### src/rtl/vend_pkg.sv
// -----------------------------------------------------------------------------
// vend_pkg
// Shared definitions for the cola vending credit-and-dispense controller:
// FSM state encoding, credit register width, coin values and timer width.
// -----------------------------------------------------------------------------
package vend_pkg;

  // Credit is kept in 0.5-yuan units; PRICE + 2 <= 14 always fits.
  localparam int CREDIT_W = 4;

  // Pulse/gap timer width; 2^26 cycles is ~1.3 s at 50 MHz.
  localparam int TIMER_W = 26;

  // Coin values in 0.5-yuan units.
  localparam logic [CREDIT_W-1:0] HALF = CREDIT_W'(1);
  localparam logic [CREDIT_W-1:0] ONE  = CREDIT_W'(2);

  typedef enum logic [1:0] {
    IDLE   = 2'd0,  // collecting coins
    VEND   = 2'd1,  // po_cola high
    CHANGE = 2'd2,  // po_money high, one 0.5-yuan coin returned
    GAP    = 2'd3   // all actuators low between pulses
  } state_t;

endpackage

### src/rtl/pulse_timer.sv
// -----------------------------------------------------------------------------
// pulse_timer
// Loadable down-counter shared by the VEND, CHANGE and GAP phases.
// A load of length L makes 'done' pulse for one cycle L cycles later, so a
// state entered on the load edge lasts exactly L cycles if the FSM leaves it
// on the edge where 'done' is seen. A load takes priority over a pending done.
//
// Ports:
//   sclk  - system clock
//   rst_n - asynchronous active-low reset
//   load  - restart the count with 'len' (len >= 1)
//   len   - interval length in sclk cycles
//   done  - one-cycle pulse when the count reaches zero
// -----------------------------------------------------------------------------
module pulse_timer
  import vend_pkg::*;
(
  input  logic               sclk,
  input  logic               rst_n,
  input  logic               load,
  input  logic [TIMER_W-1:0] len,
  output logic               done
);

  logic [TIMER_W-1:0] count;
  logic               running;

  assign done = running && (count == '0);

  // NOTE: sequential state uses non-blocking assignments and is cleared by the
  // asynchronous reset so every register leaves reset in a known value.
  always_ff @(posedge sclk or negedge rst_n) begin
    if (!rst_n) begin
      count   <= '0;
      running <= 1'b0;
    end else if (load) begin
      count   <= len - TIMER_W'(1);
      running <= 1'b1;
    end else if (running) begin
      if (count == '0) begin
        running <= 1'b0;
      end else begin
        count <= count - TIMER_W'(1);
      end
    end
  end

endmodule

### src/rtl/vend_sequencer.sv
// -----------------------------------------------------------------------------
// vend_sequencer
// Credit-and-dispense controller for the cola vending machine. Accumulates
// credit from coin pulses, drives a timed dispense pulse when the price is
// reached, then returns any remaining credit as a train of timed change
// pulses (one 0.5-yuan coin each). Every pulse is followed by an idle gap.
//
// Parameters:
//   PRICE     - cola price in 0.5-yuan units (1..12)
//   PULSE_CYC - actuator pulse length in sclk cycles (>= 1)
//   GAP_CYC   - idle gap after each pulse in sclk cycles (>= 1)
//
// Ports:
//   sclk        - system clock
//   rst_n       - asynchronous active-low reset
//   coin_half   - one-cycle pulse, 0.5 yuan inserted
//   coin_one    - one-cycle pulse, 1.0 yuan inserted
//   cancel      - one-cycle pulse, refund request
//   po_cola     - dispense actuator
//   po_money    - change actuator, one 0.5-yuan coin per pulse
//   coin_reject - one-cycle pulse after a coin arrives while busy
//   credit      - current credit in 0.5-yuan units
//   busy        - high whenever the FSM is not in IDLE
// -----------------------------------------------------------------------------
module vend_sequencer
  import vend_pkg::*;
#(
  parameter int PRICE     = 5,
  parameter int PULSE_CYC = 5_000_000,
  parameter int GAP_CYC   = 5_000_000
) (
  input  logic                sclk,
  input  logic                rst_n,
  input  logic                coin_half,
  input  logic                coin_one,
  input  logic                cancel,
  output logic                po_cola,
  output logic                po_money,
  output logic                coin_reject,
  output logic [CREDIT_W-1:0] credit,
  output logic                busy
);

  localparam logic [CREDIT_W:0]   PRICE_W   = (CREDIT_W+1)'(PRICE);
  localparam logic [CREDIT_W:0]   UNIT_W    = (CREDIT_W+1)'(1);
  localparam logic [CREDIT_W-1:0] UNIT      = CREDIT_W'(1);
  localparam logic [TIMER_W-1:0]  PULSE_LEN = TIMER_W'(PULSE_CYC);
  localparam logic [TIMER_W-1:0]  GAP_LEN   = TIMER_W'(GAP_CYC);

  state_t             state;
  logic [CREDIT_W:0]  add;
  logic [CREDIT_W:0]  sum;
  logic               vend_now;
  logic               refund_now;
  logic               timer_load;
  logic [TIMER_W-1:0] timer_len;
  logic               timer_done;

  // One extra bit on the sum: credit + 3 can exceed 4 bits before the
  // price is subtracted.
  // NOTE: every always_comb output gets a default first so no path leaves it
  // unassigned and no latch is inferred.
  always_comb begin
    add = '0;
    if (coin_half) add = add + {1'b0, HALF};
    if (coin_one)  add = add + {1'b0, ONE};
    sum        = {1'b0, credit} + add;
    vend_now   = (sum >= PRICE_W);
    refund_now = cancel && (sum != '0);
  end

  // The timer is (re)loaded on the same edge that enters a timed state, so
  // its done pulse lines up with the edge that must leave that state.
  always_comb begin
    timer_load = 1'b0;
    timer_len  = PULSE_LEN;
    unique case (state)
      IDLE: begin
        timer_load = vend_now || refund_now;
      end
      VEND, CHANGE: begin
        timer_load = timer_done;
        timer_len  = GAP_LEN;
      end
      GAP: begin
        timer_load = timer_done && (credit != '0);
      end
      default: ;
    endcase
  end

  pulse_timer u_pulse_timer (
    .sclk  (sclk),
    .rst_n (rst_n),
    .load  (timer_load),
    .len   (timer_len),
    .done  (timer_done)
  );

  always_ff @(posedge sclk or negedge rst_n) begin
    if (!rst_n) begin
      state       <= IDLE;
      credit      <= '0;
      po_cola     <= 1'b0;
      po_money    <= 1'b0;
      coin_reject <= 1'b0;
      busy        <= 1'b0;
    end else begin
      // Coins arriving outside IDLE are refused; two at once give one reject.
      coin_reject <= (state != IDLE) && (coin_half || coin_one);

      unique case (state)
        IDLE: begin
          if (vend_now) begin
            state   <= VEND;
            credit  <= CREDIT_W'(sum - PRICE_W);
            po_cola <= 1'b1;
            busy    <= 1'b1;
          end else if (refund_now) begin
            state    <= CHANGE;
            credit   <= CREDIT_W'(sum - UNIT_W);
            po_money <= 1'b1;
            busy     <= 1'b1;
          end else begin
            credit <= sum[CREDIT_W-1:0];
          end
        end

        VEND, CHANGE: begin
          if (timer_done) begin
            state    <= GAP;
            po_cola  <= 1'b0;
            po_money <= 1'b0;
          end
        end

        GAP: begin
          if (timer_done) begin
            if (credit != '0) begin
              // Each change pulse hands back one 0.5-yuan coin.
              state    <= CHANGE;
              credit   <= credit - UNIT;
              po_money <= 1'b1;
            end else begin
              state <= IDLE;
              busy  <= 1'b0;
            end
          end
        end

        default: state <= IDLE;
      endcase
    end
  end

endmodule

### config.mk
export PLATFORM = sky130hd
export DESIGN_NAME = vend_sequencer
export DESIGN_NICKNAME = d
export VERILOG_FILES = /design/src/rtl/vend_pkg.sv /design/src/rtl/pulse_timer.sv /design/src/rtl/vend_sequencer.sv
export SDC_FILE = /design/constraint.sdc
export NUM_CORES = 1
export LEC_CHECK = 0
export CAP_MARGIN = 20
export CORE_ASPECT_RATIO = 0.9
export CORE_MARGIN = 2
export CORE_UTILIZATION = 25
export DETAILED_ROUTE_END_ITERATION = 16
export MAX_ROUTING_LAYER = met4
export PLACE_DENSITY = 0.52
export SLEW_MARGIN = 0
export SYNTH_ARGS = -nofsm -noshare
export SYNTH_HDL_FRONTEND = slang
export SYNTH_SLANG_ARGS = --single-unit
export TNS_END_PERCENT = 10
### constraint.sdc
create_clock -name sclk -period 2.8 [get_ports sclk]
set_input_delay 0.56 -clock sclk [delete_from_list [all_inputs] [get_ports sclk]]
set_output_delay 0.56 -clock sclk [all_outputs]
set_load 0.01 [all_outputs]
==> results of run 1 <==
-- what timing repair did --
item / 4_1_cts / 5_1_grt
hold buffers: 0 / 0
resized for setup: 11 / 4
buffers inserted: 1 / 2
endpoints found under the setup margin: 36 / 21
pin swaps: 5 / 3
-- worst min-delay path by stage --
stage	startpoint	to	slack, ps	cells past startpoint
floorplan	rst_n	busy$_DFFE_PN0P_	260	0
global placement	u_pulse_timer.count[14]$_DFFE_PN0P_	u_pulse_timer.count[14]$_DFFE_PN0P_	510	2
detailed placement	u_pulse_timer.count[14]$_DFFE_PN0P_	u_pulse_timer.count[14]$_DFFE_PN0P_	510	2
CTS	rst_n	credit[1]$_DFFE_PN0P_	420	1
global route	rst_n	u_pulse_timer.count[12]$_DFFE_PN0P_	470	1
finish	rst_n	u_pulse_timer.count[15]$_DFFE_PN0P_	370	1
-- cell usage after synthesis (6+ instances only) --
library cell,number
sky130_fd_sc_hd__nor4_1,8
sky130_fd_sc_hd__o21ai_0,9
sky130_fd_sc_hd__a21oi_1,8
sky130_fd_sc_hd__nand2_1,25
sky130_fd_sc_hd__nor2_1,24
sky130_fd_sc_hd__inv_1,17
sky130_fd_sc_hd__nor3_1,22
sky130_fd_sc_hd__nand2b_1,6
sky130_fd_sc_hd__xnor2_1,21
sky130_fd_sc_hd__dfrtp_1,37
sky130_fd_sc_hd__nand3_1,6
sky130_fd_sc_hd__clkbuf_1,10
sky130_fd_sc_hd__ha_1,10
-- cell type report --
type	count	area [µm²]	share of cell area
sequential	37	925.9	0.2869
clock inverter	1	5.005	0.001551
multi-input combinational	217	1560	0.4835
timing repair buffer	49	415.4	0.1287
inverter	17	66.31	0.02055
clock buffer	7	96.34	0.02986
tap	126	157.7	0.04886
-- worst register-to-register path: stages (launching register included) --
cell and delay [ps]:
sky130_fd_sc_hd__dfrtp_1 420, sky130_fd_sc_hd__ha_4 180, sky130_fd_sc_hd__fa_2 470, sky130_fd_sc_hd__inv_4 110, sky130_fd_sc_hd__ha_4 170, sky130_fd_sc_hd__nor4_4 40
sky130_fd_sc_hd__a21boi_4 170, sky130_fd_sc_hd__buf_4 150, sky130_fd_sc_hd__o41a_1 410, sky130_fd_sc_hd__nor3_2 240, sky130_fd_sc_hd__o21bai_1 130, sky130_fd_sc_hd__nand3_1 80
-- flip-flops by register name, summed over array words and instances, names as in the netlist --
signal and flops:
po_cola 1, state 2, coin_reject 1, u_pulse_timer.running 1, u_pulse_timer.count 26, po_money 1, credit 4, busy 1
-- layout by cell type, fill, tap and decap left out, types with 6 or more instances in the layout --
master	Yosys	layout
sky130_fd_sc_hd__nand2b_1	6	6
sky130_fd_sc_hd__nand2_1	25	25
sky130_fd_sc_hd__nor3_1	22	20
sky130_fd_sc_hd__xnor2_1	21	21
sky130_fd_sc_hd__inv_1	17	16
sky130_fd_sc_hd__clkdlybuf4s50_1	0	9
sky130_fd_sc_hd__ha_1	10	7
sky130_fd_sc_hd__dfrtp_1	37	37
sky130_fd_sc_hd__nand3_1	6	6
sky130_fd_sc_hd__nor2_1	24	24
sky130_fd_sc_hd__a21oi_1	8	8
sky130_fd_sc_hd__buf_4	0	34
sky130_fd_sc_hd__nor4_1	8	7
sky130_fd_sc_hd__o21ai_0	9	7
sky130_fd_sc_hd__clkbuf_8	0	7
-- cell families after synthesis --
family / after synthesis / synth area share
fa+ha+maj: 11 / 0.05815
buf+inv: 30 / 0.04912
xor+xnor: 24 / 0.08421
flops: 37 / 0.3709
mux: 6 / 0.02556
compound gates: 51 / 0.1399
simple gates: 125 / 0.2722
-- per-layer routing --
| layer | vias to the layer above | part of all wire | GRT usage |
|---|---|---|---|
| met3 | 8 | 0.029 | 0.01852 |
| met4 | 0 | 0.012 | 0.02824 |
| met5 | - | 0 | - |
| met1 | 1042 | 0.52 | 0.1739 |
| li1 | 1100 | - | - |
| met2 | 33 | 0.44 | 0.1790 |
-- power groups by stage --
stage	Sequential [µW]	Combinational [µW]	Clock (µW)
3_5_place_dp	736	1780	0
2_1_floorplan	710	1100	0
6_report	730	1930	421
3_3_place_gp	741	1760	0
4_1_cts	731	1880	431
5_1_grt	747	2130	457
-- through the flow --
stage,setup WS [ps],total power (µW),instances
final,99.72,3080,454
after global routing,-18.79,3331,454
after CTS,-33.75,3038,452
after detailed placement,-681.1,2517,443
after global placement,-659.2,2504,443
after floorplan,-21.01,1811,284
==> impl_metrics.toml, run 1 <==
[synthesis]
dominant_cell_type_by_area_after_synthesis = "sky130_fd_sc_hd__dfrtp_1"
area_contributors_post_synth = "sky130_fd_sc_hd__dfrtp_1 37%, sky130_fd_sc_hd__xnor2_1 7.4%, sky130_fd_sc_hd__ha_1 5.0%, sky130_fd_sc_hd__nor3_1 4.4%, sky130_fd_sc_hd__nand2_1 3.8%"
async_reset_ff_frac = 1.000
synth_enable_flop_cells = 0
synth-seq-cells = 37
dominantRegCellSynth = "sky130_fd_sc_hd__dfrtp_1"
post_synth.cell_area_avg_um2 = 8.789
synth_area_um2 = 2496
synth_top_area_frac = 0.3709
synthesis.yosys.warnings = 0
synthesis.nets = 300
synth.lib_cells_used.distinct = 62
ys_seq_area_frac = 0.3709
synth_cells = 284

[global_route]
globalRoute.totalOverflow = 0
gr-usage-all-layers = 0.1211
via_count_of_the_first_global_routing_pass = 2126
grt_max_degree = 38
grt_antenna_before_repair = 0
grt_first_pass_wirelength_um = 10230

[timing]
unrepaired_setup_endpoints_after_global_routing = "yes"
max_freq_mhz = 370.3
time_the_final_worst_path_needs_with_i_o_delays_and_setup_ps = 2700
worst_clock_skew_ps = 3.835
final.hold.worst_slack_ps = 374.6
fin_tns_setup_ps = 0
timing.slew.headroom = 0.4289
number_of_pins_with_negative_max_slew_slack_in_the_final_report = 0
tightestPinTransition_ps = 856.7
period_share = 0.9644
finalHoldViolations = 0
setup_violations = 0

[critical_path]
crit_end = "credit[3]$_DFFE_PN0P_"
rr_endpoint = "credit[3]$_DFFE_PN0P_"
path_depth = 11
data_required_critical_path_ps = 2970
cpLargestDelayFamily = "compound AO/OA/AOI/OAI gates"
r2r-start = "credit[0]$_DFFE_PN0P_"
critPathMaxFanout = 4
reg2regPathDepth = 11
endpoint_kind = "flop"
worst_setup_path_startpoint = "coin_one"
slowest_delay_ps = 530
startpoint_type = "input port"
timing.critical_path.slowest_stage_cell = "sky130_fd_sc_hd__fa_2"
timing.setup.critical_path_class = "in2reg"
worst_path_bufs_invs = 3
cp_data_arrival_time_ps = 2870
critical_path.cell_chain = "dlygate4sd2_1 > fa_2 > inv_4 > ha_4 > nor4_4 > a21boi_4 > buf_4 > o41a_1 > nor3_2 > o21bai_1 > nand3_1"
r2r_setup_slack_ps = 110

[floorplanning]
dieWidth_um = 109.3
top_level_ports = 13
start_util = 0.2574
floorplan.die.height_um = 98.80
core_region_area_um2 = 9699
floorplan.die_area_um2 = 10800
placementRows = 34

[placed_design]
post_placement_cell_area_um2 = 3062
place.port_buffers = 12
gp_congestion = 0.8214
dp_hpwl_um = 4441

[power]
p_leak_uw = 0.001258
pwr_density_cell_nw_per_um2 = 954.5
pwr-share-clk = 0.137
ir_worst_vdd_uv = 307.7
internal_power_uw = 1819
power_switching_uw = 1261
pwr-share-seq = 0.237
logic_pwr_share = 0.626
swShare = 0.4094

[clock_network]
worstSkewPairLatency_ps = 290
cts-root-to-sink-buffers = 2
clock-sinks = 37
cts-htree-levels = 2
root_buffer_cell = "sky130_fd_sc_hd__clkbuf_8"
tritoncts_clock_tree = "done"
numCtsBuffers = 5
clk_transition_reported_paths_ps = 80

[final_layout]
fin_area_um2 = 3227
post_route_cells_drive_above_1_share = 0.2256
post-route-util = 0.3327
fill_cells = 1016
diodes_inserted = 0
area_growth_syn_to_layout_pct = 29.27
layout.nets = 343

[detailed_routing]
drt-wirelength-per-cell_um = 13.30
detailroute.via_count = 2183
detail_route.wirelength_um = 6036
viasPerCell = 4.808
drt_drc_violations_left = 0
initialDrtViolationCount = 119
antenna_violating_nets_post_route = 0
drt_pre_antenna_iters = 4

[hold_path]
hp-class = "in2async"

[status]
outcome = "finished clean"

[flow_run]
max_cap_viol_count = 0
No activity file was read; power rests on OpenSTA's default activity.
==> run 2: changes to the inputs <==
Settings changed: CORE_ASPECT_RATIO 0.9 to 0.75.
==> run 2 against run 1 <==
Against the previous run: register-to-register slack about the same; core utilization up 0.55 points; die area hardly changed; first-iteration DRC count rose by 49%; combinational power decreased by 6%; flip-flop and latch count unchanged; non-clock buffer count shrank 3; critical endpoint is now state[1]$_DFFE_PN0P_; largest cell class unchanged; largest power group unchanged; highest routed layer unchanged.
==> impl_metrics.toml, run 2 (synthesis gave the netlist of run 1 again) <==
[status]
outcome = "finished clean"

[critical_path]
cpLargestDelayFamily = "adder cells"
data_required_critical_path_ps = 2970
timing.critical_path.slowest_stage_cell = "sky130_fd_sc_hd__or4b_2"
critical_path.cell_chain = "clkdlybuf4s15_2 > ha_4 > fa_2 > inv_4 > ha_4 > or4b_2 > o311ai_2 > a31o_2 > o22ai_1 > a221o_1"
slowest_delay_ps = 600
startpoint_type = "input port"
critPathMaxFanout = 3
endpoint_kind = "flop"
crit_path_frequent_cell = "sky130_fd_sc_hd__ha_4"
worst_setup_path_startpoint = "coin_half"
r2r-start = "credit[0]$_DFFE_PN0P_"
worst_path_bufs_invs = 2
cp_data_arrival_time_ps = 2910
timing.setup.critical_path_class = "in2reg"

[timing]
tightestPinTransition_ps = 839.1
period_share = 0.9786
time_the_final_worst_path_needs_with_i_o_delays_and_setup_ps = 2740
unrepaired_setup_endpoints_after_global_routing = "yes"
timing.slew.headroom = 0.4406
final.hold.worst_slack_ps = 384.3
number_of_pins_with_negative_max_slew_slack_in_the_final_report = 0
finalHoldViolations = 0
fin_tns_setup_ps = 0
worst_clock_skew_ps = 3.733
setup_violations = 0
max_freq_mhz = 364.9

[placed_design]
place.port_buffers = 12
post_placement_cell_area_um2 = 3042
gp_congestion = 0.8179
placed_cells_incl_taps = 447
dp_hpwl_um = 4525

[global_route]
via_count_of_the_first_global_routing_pass = 2191
gr-usage-all-layers = 0.1255
globalRoute.totalOverflow = 0
grt_first_pass_wirelength_um = 10780
grt_antenna_before_repair = 0
grt_max_degree = 38

[final_layout]
post_route_cells_drive_above_1_share = 0.2185
top_regs = "u_pulse_timer.count: 26 flops, credit: 4 flops, state: 2 flops"
layout.nets = 340
max_flop_register = "u_pulse_timer.count"
most_common_cell_after_layout_fill_and_taps_aside = "sky130_fd_sc_hd__dfrtp_1"
area_growth_syn_to_layout_pct = 31.38
most_used_cells_in_the_layout_excluding_fill_and_tap_cells = "37 x sky130_fd_sc_hd__dfrtp_1, 32 x sky130_fd_sc_hd__buf_4, 25 x sky130_fd_sc_hd__nand2_1"
fin_cells = 457
fin_area_um2 = 3279
diodes_inserted = 0
largest_reg_flops = 26

[floorplanning]
top_level_ports = 13
start_util = 0.2574
floorplan.die.height_um = 90.54
core_region_area_um2 = 9697
dieWidth_um = 119.4
placementRows = 31
floorplan.die_area_um2 = 10810

[power]
ir_worst_vdd_uv = 379.8
p_leak_uw = 0.001265
pwr_density_cell_nw_per_um2 = 975.7

[clock_network]
worstSkewPairLatency_ps = 280
cts-root-to-sink-buffers = 2
cts-htree-levels = 2
clk_transition_reported_paths_ps = 60
root_buffer_cell = "sky130_fd_sc_hd__clkbuf_16"
clock-sinks = 37
tritoncts_clock_tree = "done"
numCtsBuffers = 5

[detailed_routing]
antenna_violating_nets_post_route = 0
viasPerCell = 4.775
drt_drc_violations_left = 0
detailroute.via_count = 2182
initialDrtViolationCount = 177
drt-wirelength-per-cell_um = 13.32
detail_route.wirelength_um = 6086
drt_pre_antenna_iters = 4

[flow_run]
max_cap_viol_count = 0

[hold_path]
hp-class = "in2async"
run 2: worst paths after layout:
check | end | depth (start not counted) | slack (ps)
min reg2reg | po_money$_DFFE_PN0P_ | 2 | 530
min | u_pulse_timer.count[21]$_DFFE_PN0P_ | 1 | 380
max | state[1]$_DFFE_PN0P_ | 10 | 60
max reg2reg | state[1]$_DFFE_PN0P_ | 9 | 110
min in group sclk | po_money$_DFFE_PN0P_ | 2 | 530
max in group asynchronous | coin_reject$_DFF_PN0_ | 1 | 1890
run 2: area by class of cell:
class / count / area [µm²]
fill: 1009 / 6417
multi-input combinational: 217 / 1559
sequential: 37 / 925.9
timing repair buffer: 46 / 386.6
tap: 132 / 165.2
clock buffer: 6 / 138.9
inverter: 17 / 66.31
clock inverter: 2 / 37.54
run 2: through the flow:
stage	total power [µW]	setup WS, ps	utilization
2_1_floorplan	1811	-21.01	-
3_3_place_gp	2435	-685.0	0.3137
3_5_place_dp	2437	-679.1	0.3137
4_1_cts	3177	30.51	0.3345
5_1_grt	3460	-29.02	0.3382
6_report	3200	59.84	0.3382
run 2: routing by layer:
metal  GRT usage  share of wire  vias up
li1            -              -     1104
met1      0.1948           0.55     1027
met2      0.1657           0.40       44
met3     0.02020          0.038        7
met4     0.03235          0.010        0
met5           -              0        -
run 2: repair_timing:
item                       CTS  global route
buffers inserted             1             1
setup endpoints to repair   36            19
pin swaps                    5             2
gates resized for setup      9             4
hold buffers                 0             0
run 2: power by group:
group / total, µW / internal (µW) / switching [µW] / leakage (µW)
combinational: 1820 / 891 / 931 / 0.000761
sequential: 719 / 624 / 94.9 / 0.000421
clock: 659 / 444 / 215 / 0.0000831
total: 3200 / 1960 / 1240 / 0.00127
==> RTL change 1 (config.mk and constraints of run 2) <==
`TIMER_W`: 26 -> 52.
--- a/src/rtl/vend_pkg.sv
+++ b/src/rtl/vend_pkg.sv
@@ -11,3 +11,3 @@
   // Pulse/gap timer width; 2^26 cycles is ~1.3 s at 50 MHz.
-  localparam int TIMER_W = 26;
+  localparam int TIMER_W = 52;
 
Function: no difference found for any inputs over 10 cycles, from zero or initial values and one cycle with rst_n low; that may be too few to reach the edited logic, so the function may still have changed.
==> RTL change 1 against run 2 <==
The flow now finishes with violations (negative setup slack). Sequential cell count is 26 higher. Routed wire length is 60% higher. Cell area is 48% higher. Via count is 52% higher. Synthesized area is 55% higher. Synthesized cell count is 49% higher. Setup slack worse by 140 ps. Non-clock buffer count is 12 higher. Total power is 37% lower. Clock skew is 3.0 ps higher. Global-route usage is 0.65 points higher. Largest cell class unchanged. Highest routed layer unchanged.
==> RTL change 1: results <==
outcome:
  status: "finished with violations"
  violations_in_the_final_reports: "negative setup slack"
power_and_ir_drop:
  power.combinational.fraction: 0.040
  power.share.switching: 0.213
  max_vdd_drop_mv: 0.291
  power.switching_uw: 429
worst_setup_path:
  timing.rr.end: "credit[1]"
  reg2reg_depth: 11
  worst-path-max-fanout: 5
  cell_at_the_slowest_stage_of_the_critical_path: "fa_1"
  crit_path_max_incr_delay_ps: 500
  reg2reg_setup_slack_ps: -70
sta:
  final-setup-viol-count: 43
  summed_negative_setup_slack_over_all_endpoints_ps: -815
  final_critical_path_setup_slack_ps: -81.6
  timing.hold.ws_ps: 256
  clock_skew_after_layout_ps: 6.72
  timing_worst_slew_pin_value_ps: 660
yosys:
  proportion_of_synthesized_chip_area_in_sequential_cells: 0.407
  synthesis.nets: 439
  synth.top_cells.by_count: "dfrtp_1 (63), nor2_1 (48), nand2_1 (27)"
  synth.avg_cell_area_um2: 9.15
  synth_adder_area_share: 0.0375
  post_synth_xor_area_fraction: 0.0950
  yosys_warnings: 0
  synth_compound_area_frac: 0.144
route:
  first_iter_violations: 232
  via_count: 3320
  detailedRoute.firstPassIterationCount: 5
  drt_wl_total_um: 9730
  viasPerCell: 4.90
finish:
  final_layout_size_suffix_gt1_frac: 0.186
  nFillCells: 1577
  fin_nets: 485
  reg_top3: "u_pulse_timer.count: 52 flops, credit: 4 flops, state: 2 flops"
clock_tree:
  worst_skew_pair.late_latency_ps: 330
  postCtsSetupBuffers: 3
  htree_num_levels: 3
  cts_buffers: 9
  cts-resized-gates: 16
placed_design:
  dp_slack_ps: -785
  place.detailed.hpwl_um: 6850
  number_of_placed_instances_with_taps_included: 660
  finalWeightedCongestion: 0.795
  dpl-instance-area_um2: 4520
grt:
  grt_pass1_vias: 3226
  grt_pass1_wl_um: 16800
==> RTL change 1: cell count changes after synthesis, sizes merged, moves of 5 or more <==
cell    before  now
dfrtp       37   63
nor2        26   48
xor2         3   25
nand3        6   26
nor4         9   21
buf          3   11
o21ai       11   18
a211oi       2    7
o211ai       2    7
==> RTL change 1: per-layer routing <==
layer / track usage / wire length (µm) / vias up
met1: 0.187 / 5090 / 1632
met3: 0.0320 / 305 / 9
met5: - / 0 / -
li1: - / - / 1624
met4: 0.0423 / 125 / 0
met2: 0.185 / 4210 / 55
==> RTL change 1: cell type report <==
class / instances / area (µm²) / share of cell area
Inverter: 13 / 48.8 / 0.0100
Timing Repair Buffer: 58 / 502 / 0.103
Sequential cell: 63 / 1580 / 0.324
Multi-Input combinational cell: 324 / 2210 / 0.455
Clock inverter: 1 / 5.00 / 0.00103
Tap cell: 205 / 256 / 0.0528
Clock buffer: 13 / 260 / 0.0535
==> RTL change 2 (config.mk and constraints of run 2) <==
Without the edit above. Encoding of `state_t`: now Gray code (2 bits for 4 states).
--- a/src/rtl/vend_pkg.sv
+++ b/src/rtl/vend_pkg.sv
@@ -18,6 +18,6 @@
   typedef enum logic [1:0] {
-    IDLE   = 2'd0,  // collecting coins
-    VEND   = 2'd1,  // po_cola high
-    CHANGE = 2'd2,  // po_money high, one 0.5-yuan coin returned
-    GAP    = 2'd3   // all actuators low between pulses
+    IDLE   = 2'b00,  // collecting coins
+    VEND   = 2'b01,  // po_cola high
+    CHANGE = 2'b11,  // po_money high, one 0.5-yuan coin returned
+    GAP    = 2'b10   // all actuators low between pulses
   } state_t;
Check against the original RTL: same outputs for any inputs over 10 cycles, from zero or initial values and one cycle with rst_n low; not proved beyond that.
==> RTL change 2 against run 2 <==
Highest routed layer unchanged. Clock skew grew 0.88 ps. Die area shrank 3.0%. Critical endpoint is now u_pulse_timer.count[20]. Sequential cell count is the same. Cell area shrank 4.7%. Critical path depth grew 2. Synthesized area shrank 3.2%. Setup slack lost 120 ps. The flow now finishes with violations (negative setup slack). First-iteration DRC count shrank 12%. Routed wire length grew 2.4%. Synthesized cell count shrank 1.8%. Worst hold slack is essentially flat.
Power is not compared: it rests on default switching activity, and its combinational part moved more than twofold at a synthesized area within 25%.
==> RTL change 2: results <==
sta:
  final-setup-viol-count: 22
  clock_skew_after_layout_ps: 4.62
  final_critical_path_setup_slack_ps: -60.7
  summed_negative_setup_slack_over_all_endpoints_ps: -892
  finalHoldViolations: 0
  timing_worst_slew_pin_value_ps: 838
worst_setup_path:
  cell_at_the_slowest_stage_of_the_critical_path: "fa_2"
  worst-endpoint-arrival_ps: 3030
  timing.rr.end: "u_pulse_timer.count[20]"
  launch_point_of_the_worst_reg_to_reg_path: "credit[0]"
  worst-path-max-fanout: 12
  reg2reg_depth: 12
  crit_path_max_incr_delay_ps: 600
  worst_path_dominant_cell_family: "buffers and inverters"
  reg2reg_setup_slack_ps: -50
route:
  route.layer.met1.wl_um: 3400
  met3_length_um: 258
  viasPerCell: 4.84
  drt-wirelength-per-cell_um: 13.9
  met2RoutedLength_um: 2530
  detailedRoute.firstPassIterationCount: 4
  highest_layer: "met4"
  first_iter_violations: 155
finish:
  final_layout_size_suffix_gt1_frac: 0.189
  non_filler_instance_count_after_layout: 450
  fin_nets: 332
  insertedDiodeCount: 0
  reg_top3: "u_pulse_timer.count: 26 flops, credit: 4 flops, state: 2 flops"
  registers.top_by_ff_count: "u_pulse_timer.count"
  nFillCells: 1012
clock_tree:
  worst_skew_pair.late_latency_ps: 280
  buffers_from_clock_root_to_sink_at_most: 2
  clkSlewWorstSetupHoldPaths_ps: 50
  htree_num_levels: 2
  cts_buffers: 5
  cts_root_buf: "clkbuf_16"
yosys:
  synth.top_cells.by_count: "dfrtp_1 (37), nor2_1 (29), nand2_1 (25)"
  yosys_warnings: 0
  proportion_of_synthesized_chip_area_in_sequential_cells: 0.383
  synthesis.nets: 293
  synthTopCellsByArea: "dfrtp_1 (38%), xnor2_1 (5.4%), nor2_1 (4.5%)"
  postSynthCellCount: 279
  netlist-cell-type-count: 54
  proportion_of_synthesized_flip_flops_having_asynchronous_set_or_reset: 1.00
  yosys_most_used_dff: "dfrtp_1"
grt:
  grt_pass1_wl_um: 10200
  grt.total_usage: 0.124
  antenna_found_initial: 0
  grt_pass1_vias: 1971
  pin_count_of_the_biggest_net_entering_global_routing: 38
outcome:
  status: "finished with violations"
  violations_in_the_final_reports: "negative setup slack"
placed_design:
  place.detailed.hpwl_um: 4600
  finalWeightedCongestion: 0.800
  port_buffers: 12
  number_of_placed_instances_with_taps_included: 441
power_and_ir_drop:
  max_vdd_drop_mv: 0.177
  static-leakage-power_uw: 0.00123
worst_hold_path:
  worst_hold_path_type: "primary input to asynchronous set/reset pin"
## RTL change 2: cell count changes in the layout (fill, tap and decap cells not counted), sizes merged, moves of 4 or more
cell / delta
or3: +5
a21oi: +4
o21ai: +6
nor3: -6
xnor2: -6
inv: -4
## RTL change 2: cells by family (layout without fill, tap and decap cells)
group | Yosys count | in the layout | share of synthesized area
AOI/OAI and AO/OA | 59 | 59 | 0.160
muxes | 5 | 5 | 0.0207
buffers and inverters | 28 | 67 | 0.0471
xor gates and xnor gates | 21 | 21 | 0.0761
adders and majority gates | 9 | 9 | 0.0497
DFF | 37 | 37 | 0.383
and+or+nand+nor | 120 | 120 | 0.263
## RTL change 2: cell type report
cell class / count / area [µm²] / area share
multi-input cells: 214 / 1460 / 0.466
flip-flops and latches: 37 / 926 / 0.296
repair buffers: 47 / 387 / 0.124
clock buffers: 7 / 143 / 0.0456
inverters: 13 / 48.8 / 0.0156
well taps: 132 / 165 / 0.0528
## RTL change 2: worst max-delay path by stage
stage          startpoint                      end  depth (start not counted)
6_report         coin_one  u_pulse_timer.count[20]                         12
5_1_grt         credit[0]   u_pulse_timer.count[1]                         10
4_1_cts         credit[0]   u_pulse_timer.count[1]                         10
3_5_place_dp    coin_half   u_pulse_timer.count[1]                         11
3_3_place_gp    coin_half  u_pulse_timer.count[20]                         13
2_1_floorplan   coin_half    u_pulse_timer.running                         11
## RTL change 2: through the flow
stage | setup slack (ps) | cell area [µm²] | hold WS, ps
6_report | -60.7 | 3130 | 384
5_1_grt | -154 | 3130 | 461
4_1_cts | -48.0 | 3110 | 417
2_1_floorplan | -211 | 2500 | 264
3_3_place_gp | -685 | 2940 | 503
3_5_place_dp | -714 | 2940 | 503
## RTL change 2: worst register-to-register path, delay by kind of cell (launching register included)
kind | cells | cell delay [ps]
buffers and inverters | 5 | 630
and+or+nand+nor | 1 | 70
DFF | 1 | 410
adders and majority gates | 3 | 950
AOI/OAI and AO/OA | 3 | 670
## RTL change 2: timing repair
item,4_1_cts,5_1_grt
setup endpoints to repair,36,29
hold buffers,0,0
gates resized for setup,11,2
gates cloned,0,0
buffers inserted,1,1
pin swaps,8,3
## RTL change 2: power by group
group / switching (µW) / internal [µW]
logic: 49.8 / 42.2
registers: 0.173 / 536
clock network: 201 / 349
## RTL change 2: routing by layer
layer  GRT usage  vias to the layer above
met5           -                        -
met4      0.0329                        0
met3      0.0236                        7
met2       0.162                       37
met1       0.190                     1051
li1            -                     1085
